<file path="src/rtl/led_pkg.sv">
// Shared definitions for the key/mode controller and the downstream LED FSM.
package led_pkg;

    localparam int MODE_W = 2;

    typedef enum logic [1:0] {
        ST_IDLE       = 2'd0,
        ST_DB_PRESS   = 2'd1,
        ST_HELD       = 2'd2,
        ST_DB_RELEASE = 2'd3
    } key_state_t;

    // Counter width able to hold values up to max(a, b) - 1, never narrower than 1 bit.
    function automatic int cnt_width(input int a, input int b);
        int m;
        m = (a > b) ? a : b;
        return (m < 2) ? 1 : $clog2(m);
    endfunction

endpackage

</file>
<file path="src/rtl/key_mode_ctrl_if.sv">
// Key input and pulse/mode outputs of the key controller.
interface key_mode_ctrl_if;
    import led_pkg::*;

    logic              key_n;
    logic              key_press;
    logic              key_long;
    logic              key_level;
    logic [MODE_W-1:0] mode;

    modport master (
        output key_n,
        input  key_press,
        input  key_long,
        input  key_level,
        input  mode
    );

    modport slave (
        input  key_n,
        output key_press,
        output key_long,
        output key_level,
        output mode
    );

endinterface

</file>
<file path="src/rtl/sync_2ff.sv">
// Two-flop synchronizer for a single asynchronous input, reusable for any key.
module sync_2ff #(
    parameter logic RST_VAL = 1'b1
) (
    input  logic clk,
    input  logic rst,
    input  logic d,
    output logic q
);

    logic meta;

    // Shift the raw input through two flops; reset to the idle (released) level.
    always_ff @(posedge clk) begin
        if (rst) begin
            meta <= RST_VAL;
            q    <= RST_VAL;
        end else begin
            meta <= d;
            q    <= meta;
        end
    end

endmodule

</file>
<file path="src/rtl/key_mode_ctrl.sv">
// Push-button debouncer with short/long press detection and a 2-bit mode counter.
//
// state         | meaning
// --------------+-----------------------------------------------------------
// ST_IDLE       | key released and debounced
// ST_DB_PRESS   | key seen low, waiting for it to stay low DEBOUNCE_CYCLES
// ST_HELD       | press accepted, timing towards a long press
// ST_DB_RELEASE | key seen high, waiting for it to stay high DEBOUNCE_CYCLES
module key_mode_ctrl
    import led_pkg::*;
#(
    parameter int DEBOUNCE_CYCLES = 1_000_000,
    parameter int LONG_CYCLES     = 50_000_000
) (
    input  logic            clk,
    input  logic            rst,
    key_mode_ctrl_if.slave  kif
);

    localparam int               CNT_W     = cnt_width(DEBOUNCE_CYCLES, LONG_CYCLES);
    localparam logic [CNT_W-1:0] DB_LAST   = CNT_W'(DEBOUNCE_CYCLES - 1);
    localparam logic [CNT_W-1:0] LONG_LAST = CNT_W'(LONG_CYCLES - 1);

    logic              key_sync;
    key_state_t        state_q, state_d;
    logic [CNT_W-1:0]  cnt_q, cnt_d;
    logic              long_done_q, long_done_d;
    logic              press_q, press_d;
    logic              long_q, long_d;
    logic              level_q, level_d;
    logic [MODE_W-1:0] mode_q, mode_d;

    sync_2ff #(.RST_VAL(1'b1)) u_sync (
        .clk (clk),
        .rst (rst),
        .d   (kif.key_n),
        .q   (key_sync)
    );

    // Next-state, shared counter, pulse and mode computation.
    always_comb begin
        state_d     = state_q;
        cnt_d       = cnt_q;
        long_done_d = long_done_q;
        press_d     = 1'b0;
        long_d      = 1'b0;
        mode_d      = mode_q;

        case (state_q)
            ST_IDLE: begin
                cnt_d = '0;
                if (!key_sync) begin
                    state_d = ST_DB_PRESS;
                end
            end
            ST_DB_PRESS: begin
                if (key_sync) begin
                    state_d = ST_IDLE;
                    cnt_d   = '0;
                end else if (cnt_q == DB_LAST) begin
                    state_d = ST_HELD;
                    cnt_d   = '0;
                    press_d = 1'b1;
                    mode_d  = mode_q + MODE_W'(1);
                end else begin
                    cnt_d = cnt_q + CNT_W'(1);
                end
            end
            ST_HELD: begin
                if (key_sync) begin
                    state_d = ST_DB_RELEASE;
                    cnt_d   = '0;
                end else if (cnt_q == LONG_LAST) begin
                    // Counter parks at the terminal value; long_done blocks repeats.
                    if (!long_done_q) begin
                        long_d      = 1'b1;
                        long_done_d = 1'b1;
                        mode_d      = '0;
                    end
                end else begin
                    cnt_d = cnt_q + CNT_W'(1);
                end
            end
            ST_DB_RELEASE: begin
                if (!key_sync) begin
                    // Release bounce: back to held without a new press pulse.
                    state_d = ST_HELD;
                    cnt_d   = '0;
                end else if (cnt_q == DB_LAST) begin
                    state_d     = ST_IDLE;
                    cnt_d       = '0;
                    long_done_d = 1'b0;
                end else begin
                    cnt_d = cnt_q + CNT_W'(1);
                end
            end
            default: begin
                state_d = ST_IDLE;
                cnt_d   = '0;
            end
        endcase

        level_d = (state_d == ST_HELD) || (state_d == ST_DB_RELEASE);
    end

    // State, counter and registered outputs.
    always_ff @(posedge clk) begin
        if (rst) begin
            state_q     <= ST_IDLE;
            cnt_q       <= '0;
            long_done_q <= 1'b0;
            press_q     <= 1'b0;
            long_q      <= 1'b0;
            level_q     <= 1'b0;
            mode_q      <= '0;
        end else begin
            state_q     <= state_d;
            cnt_q       <= cnt_d;
            long_done_q <= long_done_d;
            press_q     <= press_d;
            long_q      <= long_d;
            level_q     <= level_d;
            mode_q      <= mode_d;
        end
    end

    assign kif.key_press = press_q;
    assign kif.key_long  = long_q;
    assign kif.key_level = level_q;
    assign kif.mode      = mode_q;

endmodule

</file>
<file path="src/flat_wrapper.sv">
// flat-port wrapper written by rule: the top's interface ports become plain ports
module key_mode_ctrl_flat import led_pkg::*;
#(
    parameter int DEBOUNCE_CYCLES = 1_000_000,
    parameter int LONG_CYCLES     = 50_000_000
)
  (clk, rst, kif_key_n, kif_key_press, kif_key_long, kif_key_level, kif_mode);
  key_mode_ctrl_if kif_i ();
  input  logic clk;
  input  logic rst;
  input wire logic [$bits(kif_i.key_n)-1:0] kif_key_n;
  output wire logic [$bits(kif_i.key_press)-1:0] kif_key_press;
  output wire logic [$bits(kif_i.key_long)-1:0] kif_key_long;
  output wire logic [$bits(kif_i.key_level)-1:0] kif_key_level;
  output wire logic [$bits(kif_i.mode)-1:0] kif_mode;
  assign kif_i.key_n = kif_key_n;
  assign kif_key_press = kif_i.key_press;
  assign kif_key_long = kif_i.key_long;
  assign kif_key_level = kif_i.key_level;
  assign kif_mode = kif_i.mode;
  key_mode_ctrl #(.DEBOUNCE_CYCLES(DEBOUNCE_CYCLES), .LONG_CYCLES(LONG_CYCLES)) u_core (.clk(clk), .rst(rst), .kif(kif_i));
endmodule
</file>
<file path="config.mk">
export PLATFORM = sky130hd
export DESIGN_NAME = key_mode_ctrl_flat
export DESIGN_NICKNAME = d
export VERILOG_FILES = /design/src/rtl/led_pkg.sv /design/src/rtl/key_mode_ctrl_if.sv /design/src/rtl/sync_2ff.sv /design/src/rtl/key_mode_ctrl.sv /design/src/flat_wrapper.sv
export SDC_FILE = /design/constraint.sdc
export NUM_CORES = 1
export LEC_CHECK = 0
export CAP_MARGIN = 15
export CORE_ASPECT_RATIO = 1.1
export CORE_MARGIN = 2
export CORE_UTILIZATION = 40
export CTS_CLUSTER_SIZE = 20
export DETAILED_ROUTE_END_ITERATION = 8
export SETUP_SLACK_MARGIN = 0.05
export SYNTH_ARGS = -nofsm -noshare
export SYNTH_HDL_FRONTEND = slang
export SYNTH_SLANG_ARGS = --single-unit
export TNS_END_PERCENT = 100
</file>
<file path="constraint.sdc">
create_clock -name clk -period 1.96 [get_ports clk]
set_input_delay 0.294 -clock clk [delete_from_list [all_inputs] [get_ports clk]]
set_output_delay 0.294 -clock clk [all_outputs]
set_load 0.01 [all_outputs]
</file>
After elaboration in Yosys (flattened, before gate mapping). Cells that the tools add are included.

Add/sub/neg operators: 2. Equality and inequality tests: 15. Mux-type cells: 26. Bitwise gates (word level): 3. Reductions and logical operators: 8.

Operators with widths (number): $mux W26 (5); $pmux W26 S4 (1); $add A26 B1 Y26 const B (1); $eq A26 B20 Y1 const B (1); $eq A26 B26 Y1 const B (1); $mux W2 (11); $eq A2 B2 Y1 const B (4); $ne A2 B2 Y1 const B (4); $pmux W2 S4 (1); $mux W1 (6); $ne A2 B1 Y1 const B (3); $reduce_and A6 Y1 (1); $reduce_and A5 Y1 (1); $pmux W2 S2 (1); $reduce_bool A2 Y1 (2); $reduce_or A4 Y1 (1); $ne A3 B3 Y1 const B (1); $not A1 Y1 (3); $reduce_or A3 Y1 (1); $add A2 B1 Y2 const B (1); $eq A2 B1 Y1 const B (1); $logic_not A2 Y1 (1); $pmux W1 S2 (1); $logic_or A1 B1 Y1 (1).

Register bits: 36. Bits of input ports: 3. Output and inout bits: 5. Word-level logic and storage cells: 63.

Logic depth before layout (Yosys ltp).
Depth after elaboration: 6. Gate-level depth with buffers: 8. Mapped depth without buffers: 6.

By module. Synthesis repeated with hierarchy kept, for this count alone.

Cell total of the unflattened synthesis: 188. Area, all modules: 1666.6 um^2.

By module, submodules not included: key_mode_ctrl (times used 1, cells each 184, area an instance 1614.0 um^2, sequential area each 660.6 um^2); sync_2ff (times used 1, cells each 4, area an instance 52.6 um^2, sequential area each 40.0 um^2).

Least setup slack after synthesis. OpenSTA, ideal clock, no wires.

Path type: register -> register. From: reg u_core.cnt_q[10]. To: reg u_core.mode_q[1] (netlist: u_core.kif.mode[1]). Setup time: 0.115 ns. Arrival time: 1.679 ns. Required time: 1.845 ns. Setup slack: 0.166 ns. Cell stages (with the launch flop): 6. Path buffers: 0. Period minus slack after synthesis: 1.794 ns. Path through: dfxtp_1 or4_1 or4_1 or2_1 a31oi_1 nor2_1.

Word-level cells in the longest chain between the ends: 3. Elaborated cells on any way between the ends: 5. Those cells by class: eq/ne: 4; reduce/logical: 1.

Ends and longest elaborated chain: start, declared (line key_mode_ctrl.sv:26) `logic [CNT_W-1:0] cnt_q, cnt_d;`; start signal, assigned (line key_mode_ctrl.sv:118) `cnt_q <= cnt_d;`; $eq A26 B20 Y1 / $eq A26 B26 Y1 (equally long branches) (line key_mode_ctrl.sv:60, key_mode_ctrl.sv:73); $ne A2 B1 Y1 (no source line); $reduce_and A6 Y1 (no source line) (*); end signal, assigned (line key_mode_ctrl.sv:123) `mode_q <= mode_d;`; end, declared (line key_mode_ctrl.sv:31) `logic [MODE_W-1:0] mode_q, mode_d;`.

Every way passes the cells marked *; elsewhere a longest branch is shown, timed or not. A chain may end at the register's enable or synchronous reset.

Worst setup path in the final report.
From: reg u_core.cnt_q[10]. To: reg u_core.mode_q[0] (netlist: u_core.kif.mode[0]).

Same word-level chain as after synthesis.

==> impl_metrics.env <==
export IMPL_fin_tns_setup_ns=0
export IMPL_maxSlewHeadroom=0.740
export IMPL_worstHoldPathType="flip-flop to flip-flop"
export IMPL_port_buffers=7
export IMPL_finClkSkew_ns=0.00383
export IMPL_hold_slack_ns=0.424
export IMPL_hpwl_mm=2.25
export IMPL_synth_compound_area_frac=0.0680
export IMPL_power_total_w=0.00148
export IMPL_grt_max_degree=27
export IMPL_num_antenna_cells=0
export IMPL_ctsHoldBuffers=0
export IMPL_grt_pass1_vias=1228
export IMPL_syn_num_nets=184
export IMPL_drive_above_1_share=0.190
export IMPL_dp_cells=244
export IMPL_yosysUniqueCellTypes=41
export IMPL_async_reset_ff_frac=0
export IMPL_synth_top_area_share=0.435
export IMPL_firstDrtPassIters=4
export IMPL_rsz0062_at_grt="true"
export IMPL_synthTopCellsByCount="dfxtp_1 (36), nor2_1 (26), xor2_1 (16), nand3_1 (10)"
export IMPL_grt_pass1_wl_mm=5.44
export IMPL_ys_seq_area_frac=0.435
export IMPL_clock_sinks=36
export IMPL_cp_arrival_ns=2.07
export IMPL_routed_via_density=5.43
export IMPL_wl_mm=3.28
export IMPL_antenna_left=0
export IMPL_h_tree_depth=2
export IMPL_die_h_um=71.5
export IMPL_fin_crit_ns=1.84
export IMPL_post_place_ws_ns=0.0907
export IMPL_die_area_um2=4670
export IMPL_gp_congestion=0.750
export IMPL_synth_edff_count=0
export IMPL_vias=1369
export IMPL_synth_top_family_by_area="simple AND/OR/NAND/NOR gates"
export IMPL_io_pins=8
export IMPL_cts_buffers=5
export IMPL_netlist_instances=180
export IMPL_power_density_nw_per_um2=744
export IMPL_nets=203
export IMPL_grt_overflow_total=0
export IMPL_tightestPinTransition_ns=0.384
export IMPL_fmaxAchievable_mhz=543
export IMPL_syn2layout_area_growth_pct=20.3
export IMPL_ir_drop_mv=0.395
export IMPL_startpoint_type="flip-flop"
export IMPL_status="finished, final reports clean"
export IMPL_synthTopCellsByArea="dfxtp_1 (44%), xor2_1 (8.5%), nor2_1 (5.9%)"
export IMPL_drt_initial_drc_count=66
export IMPL_yosysWarnings=0
export IMPL_leakagePower_nw=0.657
export IMPL_path_class="flip-flop to flip-flop"
export IMPL_coreArea_um2=3960
export IMPL_max_cap_violations=0
export IMPL_cp_required_ns=2.19
export IMPL_clock_latency_ns=0.29
export IMPL_synthSimpleGateAreaFrac=0.342
export IMPL_cp_slowest_cell="or4_1"
export IMPL_antenna_found_initial=0
export IMPL_rows=24
export IMPL_critical_path_cell_chain="or4_1 > or4_4 > or3_1 > a21oi_2"
export IMPL_syn_cell_area_um2=1660
export IMPL_setup_ws_ns=0.118
export IMPL_clkTransAtPathRegs_ns=0.07
export IMPL_synth_xor_area_frac=0.106
export IMPL_gr_usage_all_layers=0.152
export IMPL_hold_viol=0
export IMPL_finalMaxSlewViolations=0
export IMPL_synth_largest_area_cell="dfxtp_1"
export IMPL_yosys_cell_count_top_type="dfxtp_1"
export IMPL_crit_path_end_kind="flip-flop"
export IMPL_cts_setup_buffers=0
export IMPL_syn_area_per_cell_um2=9.20
export IMPL_clock_path_buffers=2
export IMPL_cts_root_buf="clkbuf_8"
export IMPL_yosys_area_share_adder=0.00756
export IMPL_period_share=0.940
export IMPL_cp_slowest_stage_delay_ns=0.51
export IMPL_start_util=0.418
export IMPL_ys_flop_type="dfxtp_1"
export IMPL_drc=0
export IMPL_setup_viol=0
export IMPL_cts_tree="done"
export IMPL_synth_mux_area_frac=0.00605
export IMPL_die_width_um=65.3
export IMPL_critPathMaxFanout=5
export IMPL_ys_ff_latch=36
export IMPL_wire_per_inst_um=13.0
export IMPL_fin_cells=252
[area by class of cell]
class                      instances  area (um2)
clock inverter                     1        30.0
multi-input combinational        135         896
inverter                           2        7.51
sequential                        36         724
clock buffer                       7        96.3
fill                             403        1970
timing repair buffer              19         173
tap                               52        65.1
[registers in the layout (all words and copies together), names as in the netlist]
name and count:
u_core.state_q 2, u_core.kif.key_long 1, u_core.kif.mode 2, u_core.cnt_q 26, u_core.kif.key_level 1, u_core.u_sync.q 1
u_core.u_sync.meta 1, u_core.kif.key_press 1, u_core.long_done_q 1
[logic make-up after synthesis]
family / after synthesis
and+or+nand+nor: 94
DFF: 36
xor gates and xnor gates: 20
AOI/OAI and AO/OA: 19
buffers and inverters: 9
muxes: 1
adders and majority gates: 1
[per-stage QoR]
stage / utilization / area (um2)
after global routing: 0.503 / 1990
after global placement: 0.465 / 1840
after CTS: 0.497 / 1970
after detailed placement: 0.465 / 1840
final: 0.503 / 1990
after floorplan: - / 1660
[repair_timing]
item,CTS,global route
setup endpoints to repair,0,11
resized for setup,0,7
hold endpoints to repair,0,0
[layer usage]
metal,vias to the layer above,track usage,part of all wire
li1,683,-,-
met1,657,0.186,0.47
met2,24,0.244,0.48
met3,5,0.0487,0.037
met4,0,0.0718,0.019
met5,-,0,0
[placed cells by master (no fill, tap or decap), types with 2 or more instances in the layout]
master	synthesis	final
nor3_1	3	3
inv_1	2	2
buf_4	2	11
dfxtp_1	36	33
xnor2_1	4	4
nor3b_1	2	2
o21ai_0	6	6
xor2_1	16	16
nand2_1	8	8
dfxtp_2	0	3
nor4b_1	3	3
a21oi_1	7	7
and4_1	3	3
or2_2	3	3
clkdlybuf4s50_1	0	7
nand4_1	8	8
nand3_1	10	10
nor4_2	2	3
or3_1	8	8
nand4b_1	2	2
and3_1	4	4
nor2_1	26	26
nand4_2	2	2
a211oi_1	2	2
clkbuf_8	0	7
[worst paths after layout]
path | from | to | cells after the start | slack, ns
worst max-delay path | u_core.cnt_q[10]$_SDFFE_PP0P_ | u_core.kif.mode[0]$_SDFFE_PP0P_ | 4 | 0.12
worst min-delay path | u_core.u_sync.meta$_SDFF_PP1_ | u_core.u_sync.q$_SDFF_PP1_ | 1 | 0.42
worst max register to register | u_core.cnt_q[10]$_SDFFE_PP0P_ | u_core.kif.mode[0]$_SDFFE_PP0P_ | 4 | 0.12
worst min register to register | u_core.u_sync.meta$_SDFF_PP1_ | u_core.u_sync.q$_SDFF_PP1_ | 1 | 0.42
[critical path: cells and delay by family, from the launching register on]
kind | cells | cell delay [ns]
AO/OA/AOI/OAI | 1 | 0.14
flip-flops | 1 | 0.34
AND/OR/NAND/NOR | 3 | 1.29
[power breakdown]
group	internal [W]	leakage [nW]	switching (W)
Combinational	0.0000159	0.300	0.0000107
Sequential	0.000735	0.292	0.00000421
Clock	0.000449	0.0645	0.000267
(Power assumes the default switching activity.)
